[config.mk]
export PLATFORM = sky130hd
export DESIGN_NAME = microcode_sequencer
export DESIGN_NICKNAME = d
export VERILOG_FILES = /design/src/rtl/sap_ctl_pkg.sv /design/src/rtl/ustep_counter.sv /design/src/rtl/microcode_sequencer.sv
export SDC_FILE = /design/constraint.sdc
export NUM_CORES = 1
export LEC_CHECK = 0
export ABC_AREA = 0
export BUFFER_PORTS_ARGS = -buffer_cell sky130_fd_sc_hd__buf_2
export CORE_MARGIN = 2
export CORE_UTILIZATION = 37
export CTS_CLUSTER_DIAMETER = 50
export DETAILED_ROUTE_END_ITERATION = 7
export MAX_ROUTING_LAYER = met4
export PLACE_DENSITY = 0.66
export SLEW_MARGIN = 15
export SYNTH_ARGS = -nofsm -noshare
export SYNTH_HDL_FRONTEND = slang
export SYNTH_SLANG_ARGS = --single-unit
export TNS_END_PERCENT = 30
[constraint.sdc]
create_clock -name clk -period 1.5 [get_ports clk]
set_input_delay 0.15 -clock clk [delete_from_list [all_inputs] [get_ports clk]]
set_output_delay 0.15 -clock clk [all_outputs]
set_load 0.02 [all_outputs]
[src/rtl/sap_ctl_pkg.sv]
// ---------------------------------------------------------------------------
// sap_ctl_pkg
// Shared definitions for the SAP microcode sequencer:
//   - ctl_bit_e   : bit positions inside the control word (bit index = value)
//   - CW_W        : control-word width
//   - OP_*        : opcode constants (high nibble of the instruction register)
//   - seq_state_e : sequencer FSM states
//   - ucode()     : microcode ROM, (opcode, step, cf, zf) -> control word
// ---------------------------------------------------------------------------
package sap_ctl_pkg;

  localparam int CW_W = 16;

  typedef enum logic [3:0] {
    HLT, MI, RI, RO, IO, II, AI, AO, EO, SU, BI, OI, CE, CO, J, FI
  } ctl_bit_e;

  typedef enum logic [1:0] {
    WAIT = 2'd0,
    RUN  = 2'd1,
    HALT = 2'd2
  } seq_state_e;

  localparam logic [7:0] OP_NOP = 8'd0;
  localparam logic [7:0] OP_LDA = 8'd1;
  localparam logic [7:0] OP_ADD = 8'd2;
  localparam logic [7:0] OP_SUB = 8'd3;
  localparam logic [7:0] OP_STA = 8'd4;
  localparam logic [7:0] OP_LDI = 8'd5;
  localparam logic [7:0] OP_JMP = 8'd6;
  localparam logic [7:0] OP_JC  = 8'd7;
  localparam logic [7:0] OP_JZ  = 8'd8;
  localparam logic [7:0] OP_OUT = 8'd14;
  localparam logic [7:0] OP_HLT = 8'd15;

  // Opcode and step are passed zero-extended to 8 bits so the ROM does not
  // depend on the sequencer's O/T parameters. Steps with no entry are zero.
  function automatic logic [CW_W-1:0] ucode(input logic [7:0] opcode,
                                            input logic [7:0] step,
                                            input logic       cf,
                                            input logic       zf);
    logic [CW_W-1:0] cw;
    cw = '0;
    case (step)
      8'd0: begin cw[CO] = 1'b1; cw[MI] = 1'b1; end
      8'd1: begin cw[RO] = 1'b1; cw[II] = 1'b1; cw[CE] = 1'b1; end
      8'd2: begin
        case (opcode)
          OP_LDA, OP_ADD, OP_SUB, OP_STA: begin cw[IO] = 1'b1; cw[MI] = 1'b1; end
          OP_LDI: begin cw[IO] = 1'b1; cw[AI] = 1'b1; end
          OP_JMP: begin cw[IO] = 1'b1; cw[J] = 1'b1; end
          OP_JC:  begin cw[IO] = cf;   cw[J] = cf;   end
          OP_JZ:  begin cw[IO] = zf;   cw[J] = zf;   end
          OP_OUT: begin cw[AO] = 1'b1; cw[OI] = 1'b1; end
          OP_HLT: cw[HLT] = 1'b1;
          default: cw = '0;
        endcase
      end
      8'd3: begin
        case (opcode)
          OP_LDA: begin cw[RO] = 1'b1; cw[AI] = 1'b1; end
          OP_ADD, OP_SUB: begin cw[RO] = 1'b1; cw[BI] = 1'b1; end
          OP_STA: begin cw[AO] = 1'b1; cw[RI] = 1'b1; end
          default: cw = '0;
        endcase
      end
      8'd4: begin
        case (opcode)
          OP_ADD: begin cw[EO] = 1'b1; cw[AI] = 1'b1; cw[FI] = 1'b1; end
          OP_SUB: begin cw[EO] = 1'b1; cw[AI] = 1'b1; cw[SU] = 1'b1; cw[FI] = 1'b1; end
          default: cw = '0;
        endcase
      end
      default: cw = '0;
    endcase
    return cw;
  endfunction

endpackage

[src/rtl/ustep_counter.sv]
// ---------------------------------------------------------------------------
// ustep_counter
// Modulo-MAX_STEP microinstruction step counter.
// Ports:
//   clk    in  : rising-edge clock
//   clr_   in  : asynchronous active-low reset (t -> 0)
//   clear  in  : synchronous clear to 0 (wins over advance)
//   hold   in  : 1 = keep the current value
//   t      out : current step, always in 0..MAX_STEP-1
// ---------------------------------------------------------------------------
module ustep_counter #(
  parameter int T        = 3,
  parameter int MAX_STEP = 5
) (
  input  logic         clk,
  input  logic         clr_,
  input  logic         clear,
  input  logic         hold,
  output logic [T-1:0] t
);

  logic [T-1:0] t_q;
  logic [T-1:0] t_d;

  // Wrap at MAX_STEP-1 rather than relying on 2**T rollover.
  always_comb begin
    t_d = t_q;
    if (clear) begin
      t_d = '0;
    end else if (!hold) begin
      t_d = (t_q == T'(MAX_STEP - 1)) ? '0 : t_q + T'(1);
    end
  end

  always_ff @(posedge clk or negedge clr_) begin
    if (!clr_) t_q <= '0;
    else       t_q <= t_d;
  end

  assign t = t_q;

endmodule

[src/rtl/microcode_sequencer.sv]
// ---------------------------------------------------------------------------
// microcode_sequencer
// Steps the microinstruction counter and decodes (opcode, t, flags) into the
// control word of the SAP datapath. Supports free-run, single-step and halt.
//
// Ports:
//   clk        in  : rising-edge clock
//   clr_       in  : asynchronous active-low reset
//   sw_run     in  : 1 = free run, 0 = single-step
//   step       in  : single-step request; one step per rising edge seen in WAIT
//   ir [O]     in  : opcode field of the instruction register
//   cf, zf     in  : latched carry / zero flags
//   ctl [CW]   out : control word, bit order from sap_ctl_pkg::ctl_bit_e
//   t [T]      out : current step number
//   halted     out : 1 while in HALT
//   instr_done out : 1 during the final step of each instruction
//   dbg_state  out : FSM state (sap_ctl_pkg::seq_state_e encoding)
//
// Build option: define USTEP_EARLY_END_EN to end an instruction as soon as
// the next step's control word would be all-zero (from t>=2 onward).
//
// Step request semantics: a step is taken when WAIT sees step high while it
// was low the previous cycle; a held request yields one step only and must
// drop before another can be seen. step during RUN or HALT is ignored.
// ---------------------------------------------------------------------------
module microcode_sequencer
  import sap_ctl_pkg::*;
#(
  parameter int O        = 4,
  parameter int T        = 3,
  parameter int MAX_STEP = 5,
  parameter int CW       = 16
) (
  input  logic          clk,
  input  logic          clr_,
  input  logic          sw_run,
  input  logic          step,
  input  logic [O-1:0]  ir,
  input  logic          cf,
  input  logic          zf,
  output logic [CW-1:0] ctl,
  output logic [T-1:0]  t,
  output logic          halted,
  output logic          instr_done,
  output logic [1:0]    dbg_state
);

  if ((2 ** T) < MAX_STEP) begin : g_chk_t
    $error("microcode_sequencer: 2**T must be >= MAX_STEP");
  end
  if (MAX_STEP < 3) begin : g_chk_max
    $error("microcode_sequencer: MAX_STEP must be >= 3");
  end
  if (CW != CW_W) begin : g_chk_cw
    $error("microcode_sequencer: CW must equal sap_ctl_pkg::CW_W");
  end
  if (O > 8 || T > 8) begin : g_chk_w
    $error("microcode_sequencer: O and T must not exceed 8");
  end

  seq_state_e   state_q, state_d;
  logic         step_prev_q, step_prev_d;
  logic         cnt_clear, cnt_hold;
  logic         early_end;
  logic         last_step;
  logic [7:0]   opc;
  logic [CW_W-1:0] cw_now;

  assign opc    = 8'(ir);
  assign cw_now = ucode(opc, 8'(t), cf, zf);

`ifdef USTEP_EARLY_END_EN
  logic [CW_W-1:0] cw_next;
  assign cw_next   = ucode(opc, 8'(t) + 8'd1, cf, zf);
  assign early_end = (t >= T'(2)) && (cw_next == '0);
`else
  assign early_end = 1'b0;
`endif

  assign last_step = (t == T'(MAX_STEP - 1)) || early_end;

  ustep_counter #(
    .T        (T),
    .MAX_STEP (MAX_STEP)
  ) u_cnt (
    .clk   (clk),
    .clr_  (clr_),
    .clear (cnt_clear),
    .hold  (cnt_hold),
    .t     (t)
  );

  always_comb begin
    state_d     = state_q;
    step_prev_d = step;
    ctl         = '0;
    halted      = 1'b0;
    instr_done  = 1'b0;
    cnt_clear   = 1'b0;
    cnt_hold    = 1'b1;
    unique case (state_q)
      WAIT: begin
        if (sw_run || (step && !step_prev_q)) state_d = RUN;
      end
      RUN: begin
        ctl = cw_now;
        if (cw_now[HLT]) begin
          // t stays on the HLT step; only clr_ leaves HALT.
          state_d = HALT;
        end else begin
          cnt_hold = 1'b0;
          if (last_step) begin
            cnt_clear  = 1'b1;
            instr_done = 1'b1;
          end
          // Each RUN cycle is one complete step, so dropping sw_run here
          // never leaves a partial step behind.
          if (!sw_run) state_d = WAIT;
        end
      end
      HALT: begin
        halted = 1'b1;
      end
      default: state_d = WAIT;
    endcase
  end

  always_ff @(posedge clk or negedge clr_) begin
    if (!clr_) begin
      state_q     <= WAIT;
      step_prev_q <= 1'b0;
    end else begin
      state_q     <= state_d;
      step_prev_q <= step_prev_d;
    end
  end

  assign dbg_state = state_q;

endmodule

==> results of run 1 <==
-- metal layers --
metal | track usage [%] | vias up | wire length, microns
met1 | 24.4 | 354 | 932
met5 | - | - | 0
met2 | 34.5 | 17 | 1080
met3 | 2.69 | 4 | 69
li1 | - | 375 | -
met4 | 6.67 | 0 | 19
-- path summary, 6_finish.rpt --
check,to,slack (ps),cells past startpoint,start
min in group asynchronous,u_cnt.t[2],250,2,clr_
hold / removal,step_prev_q,30,1,step
hold reg to reg,dbg_state[0],510,1,dbg_state[1]
max in group asynchronous,u_cnt.t[1],1100,2,clr_
setup / recovery,ctl[3],-380,6,u_cnt.t[0]
setup reg to reg,u_cnt.t[0],10,5,u_cnt.t[0]
-- power groups by stage --
stage	Clock (uW)	Sequential (uW)	Combinational, uW
final	163	272	1340
after floorplan	0	323	618
after detailed placement	0	254	1050
after global routing	175	279	1450
after global placement	0	251	1030
after CTS	167	265	1190
-- cell type report --
type / instances / area (sq um) / share of cell area [%]
clock buffers: 4 / 26.3 / 2.15
repair buffers: 50 / 370 / 30.3
inverters: 3 / 13.8 / 1.13
multi-input cells: 64 / 627 / 51.3
well taps: 25 / 31.3 / 2.56
flip-flops and latches: 6 / 154 / 12.6
-- stage by stage --
step	total power, uW	area [sq um]
global placement	1280	997
detailed placement	1300	997
global route	1910	1220
floorplan	941	754
CTS	1620	1120
finish	1780	1220
-- flip-flops by register name (all words and copies together) (netlist names) --
| name | cells |
|---|---|
| u_cnt.t | 3 |
| step_prev_q | 1 |
| dbg_state | 2 |
-- cells by family (layout without fill, tap and decap cells) --
logic type	after synthesis	after routing	synth area share (%)
DFF	6	6	22.0
AOI/OAI and AO/OA	16	16	15.2
xor gates and xnor gates	1	1	1.28
adders and majority gates	5	5	9.17
and+or+nand+nor	40	40	39.6
buffers and inverters	9	57	9.54
muxes	2	2	3.12
-- what timing repair did --
| item | 4_1_cts | 5_1_grt |
|---|---|---|
| resized for setup | 24 | 24 |
| setup buffers | 1 | 2 |
| hold buffers | 1 | 0 |
| pin swaps | 5 | 8 |
| endpoints found under the setup margin | 18 | 21 |
| hold endpoints to repair | 6 | 0 |
-- placed cells by master (no fill, tap or decap), types with 2 or more instances in the layout --
master / synthesis / final
buf_4: 2 / 21
buf_2: 0 / 18
buf_6: 3 / 10
nor2_1: 6 / 4
o21ai_0: 4 / 4
ha_4: 0 / 4
nand3_1: 3 / 3
a21oi_1: 4 / 3
nand2_1: 5 / 3
clkbuf_4: 0 / 3
dfrtp_1: 6 / 3
dfrtp_2: 0 / 3
inv_2: 0 / 2
nand2b_1: 3 / 2
nor3b_2: 2 / 2
nor3_2: 0 / 2
nor2b_4: 0 / 2
and3b_1: 2 / 2
nor2b_1: 4 / 2
==> results.yml, run 1 <==
global_routing:
  grt-ovfl-total: 0
  grt_pass1_wl_microns: 3000
  grt_pass1_vias: 650
  grt_max_degree: 12
  antenna_found_initial: 0
  grt_usage_pct: 20.2
synthesis:
  synth_area_leaders: "dfrtp_1, ha_1, buf_6, nand4bb_4, nor2b_1"
  syn_area_sq_um: 682
  netlist.area_leader.share_pct: 22.0
  synth_warnings: 0
  ys_types: 38
  synth.largest_area_cell: "dfrtp_1"
  ys_ff_latch: 6
  async_flop_share_pct: 100
  synthTopCellsByCount: "dfrtp_1, nor2_1, ha_1, nand2_1"
  netlist_instances: 79
  synth.yosys.seq_area_share_pct: 22.0
  postSynthAreaPerCell_sq_um: 8.63
  synth_edf_count: 0
  synth_top_flop_cell: "dfrtp_1"
  synthesis.nets: 94
worst_setup_path:
  path_cells: "ha_4 > ha_4 > nor2b_4 > or3b_4 > a21oi_4 > buf_6"
  critical_path.max_stage_delay_ps: 400
  endpoint_kind: "output pin"
  cpMaxStageDelayCell: "dfrtp_2"
  worstPathRequired_ps: 1350
  path_max_fanout: 3
  cp.arrival_ps: 1730
  cp_top_family: "simple AND/OR/NAND/NOR gates"
  path_buf_inv: 1
  crit_type: "flip-flop to output pin"
  path_common_cell: "ha_4"
  start_kind: "flip-flop"
status:
  failed_checks: "negative setup slack"
  status: "finished with violations"
clocking:
  cts_tree: "done"
  clk_path_buf_depth: 2
  root_buffer: "clkbuf_4"
  cts-htree-levels: 1
  clock-sinks: 6
  clkLatencyLatePin_ps: 250
  clk_pin_slew_ps: 50
  numCtsBuffers: 3
finish:
  final_cells: 152
  area_growth_pct: 79.3
  nets: 143
  drive_gt1_share_pct: 66.9
  diodes: 0
  nFillCells: 138
  fin_util_pct: 70.8
floorplanning:
  die_x_microns: 46.9
  fp.dieArea_sq_um: 2200
  core.rowCount: 15
  core_area_sq_um: 1730
  die_h_microns: 46.9
  ios: 33
  start_util_pct: 39.5
detailed_routing:
  vias: 750
  drtIter0Drc: 14
  drc: 0
  viasPerCell: 4.93
  firstDrtPassIters: 4
  wl_per_cell_microns: 13.8
  routed_wl_microns: 2100
  postRouteAntennaNets: 0
pwr:
  combPwrFrac_pct: 75.5
  leakage_uw: 0.000557
  p_sw_share_pct: 44.5
  p_int_uw: 988
  power_density_nw_per_um2: 1460
  pwr-share-clk_pct: 9.2
  seqPwrFrac_pct: 15.3
  ir_drop_mv: 1.16
  p_sw_uw: 791
sta:
  fin_ws_ps: -384
  min_period_over_period_pct: 126
  fmax_ghz: 0.531
  slew_violations: 0
  max_slew_margin_pct: 79.4
  clock_skew_ps: 1.95
  setup_tns_ps: -3330
  rsz0062_at_grt: "yes"
  hold_ws_ps: 26.4
  min_period_ps: 1880
  setup_viol_count_final: 17
  hold_violations: 0
  worst_pin_slew_ps: 307
run:
  maxCapViolCount: 0
placement:
  io_buffer_count: 32
  dp_cells: 144
  pre_cts_ws_ps: -186
  gp_routability_congestion: 0.736
  hpwl_microns: 1470
worst_hold_path:
  hold_path_class: "input pin to flip-flop"
No activity file was read; power rests on OpenSTA's default activity.
==> run 2: changes to the inputs <==
--- a/config.mk
+++ b/config.mk
@@ -7,12 +7,14 @@
 export LEC_CHECK = 0
 export ABC_AREA = 0
 export BUFFER_PORTS_ARGS = -buffer_cell sky130_fd_sc_hd__buf_2
+export CELL_PAD_IN_SITES_DETAIL_PLACEMENT = 1
+export CELL_PAD_IN_SITES_GLOBAL_PLACEMENT = 1
 export CORE_MARGIN = 2
-export CORE_UTILIZATION = 37
+export CORE_UTILIZATION = 28
 export CTS_CLUSTER_DIAMETER = 50
 export DETAILED_ROUTE_END_ITERATION = 7
 export MAX_ROUTING_LAYER = met4
-export PLACE_DENSITY = 0.66
+export PLACE_DENSITY = 0.7
 export SLEW_MARGIN = 15
 export SYNTH_ARGS = -nofsm -noshare
 export SYNTH_HDL_FRONTEND = slang
==> run 2 against run 1 <==
Against the previous run:
- the run still ends with negative setup slack left
- utilization decreased by 17 points
- critical path depth unchanged
- cell count increased by 0.66%
- worst setup slack got worse by 8.7 ps
- combinational power about the same
- count of clock-buffer cells in the layout unchanged
- hold slack got worse by 8.6 ps
- via count decreased by 1.1%
- critical path type unchanged
==> results.yml, run 2 (synthesis gave the netlist of run 1 again) <==
status:
  status: "finished with violations"
  failed_checks: "negative setup slack"
finish:
  nets: 141
  final_cell_mix: "buf_4, buf_2, buf_6"
  largest_reg_flops: 3
  diodes: 0
  stdcell_area_sq_um: 1210
  drive_gt1_share_pct: 65.6
  final_cells: 153
  final_common_cell: "buf_4"
  fin_util_pct: 53.7
  area_growth_pct: 77.6
worst_hold_path:
  whs_path_depth: 1
  min_to: "step_prev_q"
  hold_path_class: "input pin to flip-flop"
  worstHoldStart: "step"
sta:
  min_period_ps: 1890
  max_slew_margin_pct: 76.9
  rsz0062_at_grt: "yes"
  setup_viol_count_final: 18
  fin_ws_ps: -393
  clock_skew_ps: 9.69
  setup_tns_ps: -3610
  worst_pin_slew_ps: 346
  hold_violations: 0
  fmax_ghz: 0.528
  min_period_over_period_pct: 126
  slew_violations: 0
detailed_routing:
  postRouteAntennaNets: 0
  highest_layer: "met4"
  drtIter0Drc: 2
  route.met3.wl_microns: 85
  firstDrtPassIters: 3
  drc: 0
  met2_length_microns: 1300
  viasPerCell: 4.85
  met1_length_microns: 983
  routed_wl_microns: 2400
  vias: 742
  wl_per_cell_microns: 15.7
worst_setup_path:
  r2r_cells: 5
  crit_type: "flip-flop to output pin"
  reg2reg_setup_slack_ps: 0
  endpoint_kind: "output pin"
  start_kind: "flip-flop"
  reg2reg_from: "u_cnt.t[0]"
  path_max_fanout: 3
  worstPathRequired_ps: 1350
  cp.arrival_ps: 1740
  r2r-end: "u_cnt.t[0]"
global_routing:
  antenna_found_initial: 0
  grt_usage_pct: 18.9
  grt_max_degree: 12
  grt_pass1_vias: 777
  grt_pass1_wl_microns: 3680
  grt-ovfl-total: 0
floorplanning:
  ios: 33
  core_area_sq_um: 2250
  core.rowCount: 17
  start_util_pct: 30.2
  die_x_microns: 53.4
  die_h_microns: 53.4
  fp.dieArea_sq_um: 2850
clocking:
  clk_path_buf_depth: 2
  numCtsBuffers: 3
  root_buffer: "clkbuf_4"
  clkLatencyLatePin_ps: 260
  clk_pin_slew_ps: 50
  cts-htree-levels: 1
  cts_tree: "done"
  clock-sinks: 6
pwr:
  p_int_uw: 987
  power_density_nw_per_um2: 1490
  p_sw_uw: 816
  combPwrFrac_pct: 75.6
  seqPwrFrac_pct: 14.9
  ir_drop_mv: 0.915
  p_sw_share_pct: 45.3
  leakage_uw: 0.000543
  pwr-share-clk_pct: 9.5
placement:
  gp_routability_congestion: 0.750
  io_buffer_count: 32
  placed_area_sq_um: 1000
  hpwl_microns: 1710
  dp_cells: 147
run:
  maxCapViolCount: 0
-- run 2: area by class of cell --
cell class | count | area, sq um
Fill cell | 277 | 1040
Multi-Input combinational cell | 64 | 624
Timing Repair Buffer | 48 | 358
Sequential cell | 6 | 154
Tap cell | 28 | 35.0
Clock buffer | 4 | 26.3
Inverter | 3 | 13.8
-- run 2: routing by layer --
metal / up-vias / global-route usage [%]
li1: 371 / -
met1: 347 / 20.8
met2: 20 / 34.6
met3: 4 / 1.69
met4: 0 / 7.69
met5: - / -
-- run 2: power by group through the flow --
stage	sequential [uW]	combinational, uW	clock [uW]
floorplan	323	618	0
global placement	250	1040	0
detailed placement	255	1070	0
CTS	265	1280	178
global route	277	1490	187
finish	269	1360	171
-- run 2: per-stage QoR --
stage	hold WS [ps]	power (uW)	worst slack (ps)
after floorplan	-146	941	-139
after global placement	-22.5	1290	-134
after detailed placement	-22.4	1320	-183
after CTS	14.0	1720	-394
after global routing	14.3	1950	-456
final	17.8	1800	-393
-- run 2: timing repair --
item                       CTS  global route
cloned                       0             0
resized for setup           30            17
pin swaps                    4             5
buffers inserted             0             1
setup endpoints to repair   18            22
hold buffers                 1             0
hold endpoints to repair     6             0
-- run 2: how the worst max path moves through the flow --
stage	slack [ps]	endpoint	start
after global placement	-130	ctl[3]	u_cnt.t[0]
after detailed placement	-180	ctl[3]	u_cnt.t[0]
after floorplan	-140	ctl[3]	u_cnt.t[0]
after global routing	-460	ctl[3]	u_cnt.t[0]
after CTS	-390	ctl[6]	u_cnt.t[0]
final	-390	ctl[3]	u_cnt.t[0]
-- run 2: worst max-delay path: stages, from the launching register on --
cell and delay [ps]:
dfrtp_2 400, ha_4 170, ha_4 130, nor2b_4 130, or3b_4 390, a21oi_4 130
buf_6 130
==> run 3: changes to the inputs <==
--- a/config.mk
+++ b/config.mk
@@ -10,11 +10,12 @@
 export CELL_PAD_IN_SITES_DETAIL_PLACEMENT = 1
 export CELL_PAD_IN_SITES_GLOBAL_PLACEMENT = 1
 export CORE_MARGIN = 2
-export CORE_UTILIZATION = 28
+export CORE_UTILIZATION = 30
+export CTS_BUF_LIST = sky130_fd_sc_hd__clkbuf_4
 export CTS_CLUSTER_DIAMETER = 50
 export DETAILED_ROUTE_END_ITERATION = 7
 export MAX_ROUTING_LAYER = met4
-export PLACE_DENSITY = 0.7
+export PLACE_DENSITY = 0.74
 export SLEW_MARGIN = 15
 export SYNTH_ARGS = -nofsm -noshare
 export SYNTH_HDL_FRONTEND = slang
==> run 3 against run 2 <==
Against the previous run:
- utilization rose by 1.5 points
- largest power group unchanged
- critical path type unchanged
- die area shrank 6.2%
- global-route usage is 2.2 points higher
- the flow still finishes with violations (negative setup slack)
- clock power rose by 8%
- worst setup slack lost 7.7 ps
- sequential power is 2% higher
==> results.yml, run 3 (synthesis gave the netlist of run 1 again) <==
placement:
  hpwl_microns: 1820
  gp_routability_congestion: 0.782
  pre_cts_ws_ps: -211
  io_buffer_count: 32
  placed_area_sq_um: 1000
worst_setup_path:
  crit_type: "flip-flop to output pin"
  cp.arrival_ps: 1750
  reg2reg_from: "u_cnt.t[0]"
  start_kind: "flip-flop"
  endpoint_kind: "output pin"
  path_max_fanout: 3
  worstPathRequired_ps: 1350
  crit_path_start: "u_cnt.t[0]"
sta:
  max_slew_margin_pct: 74.4
  setup_viol_count_final: 18
  fin_ws_ps: -400
  worst_pin_slew_ps: 382
  clock_skew_ps: 14.4
  min_period_ps: 1900
  slew_violations: 0
  rsz0062_at_grt: "yes"
  fmax_ghz: 0.526
  min_period_over_period_pct: 127
  hold_violations: 0
clocking:
  cts_tree: "done"
  clkLatencyLatePin_ps: 260
  cts-htree-levels: 1
  clock-sinks: 6
  root_buffer: "clkbuf_4"
  numCtsBuffers: 3
  clk_path_buf_depth: 2
  clk_pin_slew_ps: 50
floorplanning:
  die_x_microns: 51.7
  die_h_microns: 51.7
  ios: 33
  core_area_sq_um: 2170
  fp.dieArea_sq_um: 2670
  core.rowCount: 17
  start_util_pct: 31.4
run:
  maxCapViolCount: 0
detailed_routing:
  firstDrtPassIters: 4
  highest_layer: "met4"
  drc: 0
  viasPerCell: 5.14
  route.met3.wl_microns: 75
  routed_wl_microns: 2510
  vias: 791
  drtIter0Drc: 4
  met1_length_microns: 941
  met2_length_microns: 1400
  wl_per_cell_microns: 16.3
  postRouteAntennaNets: 0
finish:
  drive_gt1_share_pct: 65.1
  area_growth_pct: 75.8
  nets: 142
  largest_reg_flops: 3
  fin_util_pct: 55.2
  diodes: 0
  nFillCells: 262
  stdcell_area_sq_um: 1200
  final_cell_mix: "buf_4, buf_2, buf_6, nor2_1"
  final_common_cell: "buf_4"
global_routing:
  grt_pass1_vias: 829
  grt_max_degree: 12
  grt_usage_pct: 21.1
  grt-ovfl-total: 0
  grt_pass1_wl_microns: 3940
  antenna_found_initial: 0
pwr:
  ir_drop_mv: 1.12
  power_density_nw_per_um2: 1530
  leakage_uw: 0.000549
  power_uw: 1840
worst_hold_path:
  hold_path_class: "input pin to flip-flop"
  worstHoldStart: "step"
status:
  failed_checks: "negative setup slack"
  status: "finished with violations"
run 3: changes by cell type in the layout (fill, tap and decap cells not counted):
cell      change
nor2_4        -2
nor3b_1       +1
clkbuf_1      -1
nor2_1        +2
buf_4         +4
nor3b_2       -1
buf_6         -3
nor2b_1       -1
clkbuf_4      +1
nor2b_4       +1
run 3: path summary, 6_finish.rpt:
kind                                 to  slack (ps)  cells after the start
max                              ctl[3]        -400                      6
min                         step_prev_q          20                      1
max reg2reg                  u_cnt.t[0]         -50                      5
min reg2reg                dbg_state[0]         520                      1
max in group asynchronous    u_cnt.t[2]        1090                      2
min in group asynchronous  dbg_state[0]         240                      2
run 3: per-layer routing:
layer / track usage, % / vias to the layer above
li1: - / 374
met4: 11.4 / 0
met3: 2.01 / 9
met5: - / -
met1: 21.1 / 382
met2: 40.0 / 26
run 3: final cells by class:
| class | count | area (sq um) | share of cell area (%) |
|---|---|---|---|
| repair buffers | 49 | 354 | 29.5 |
| clock buffers | 4 | 30.0 | 2.51 |
| well taps | 28 | 35.0 | 2.92 |
| flip-flops and latches | 6 | 154 | 12.8 |
| inverters | 3 | 13.8 | 1.15 |
| multi-input cells | 64 | 612 | 51.0 |
run 3: critical path, stage by stage (launching register included):
cell and delay, ps:
dfrtp_2 400, ha_4 160, ha_4 140, nor2b_4 140, or3b_4 390, a21oi_4 130, buf_6 130
run 3: timing repair:
| action | in CTS | in global routing |
|---|---|---|
| setup endpoints to repair | 19 | 22 |
| gates resized for setup | 32 | 8 |
| hold endpoints to repair | 6 | 0 |
| hold buffers | 1 | 0 |
| setup buffers | 1 | 1 |
| pin swaps | 4 | 2 |
run 3: report_power, final:
group	total [uW]	internal [uW]	leakage (uW)	switching, uW
Sequential	275	218	0.0000696	57.3
Combinational	1380	676	0.000461	702
Clock	185	119	0.0000184	65.8
run 3: metrics by stage:
stage | hold slack (ps) | cells | setup TNS (ps)
floorplan | -146 | 79 | -689
global placement | -23.6 | 147 | -558
detailed placement | -15.5 | 147 | -1190
CTS | 15.4 | 153 | -4920
global route | 17.9 | 154 | -5390
finish | 21.8 | 154 | -4180
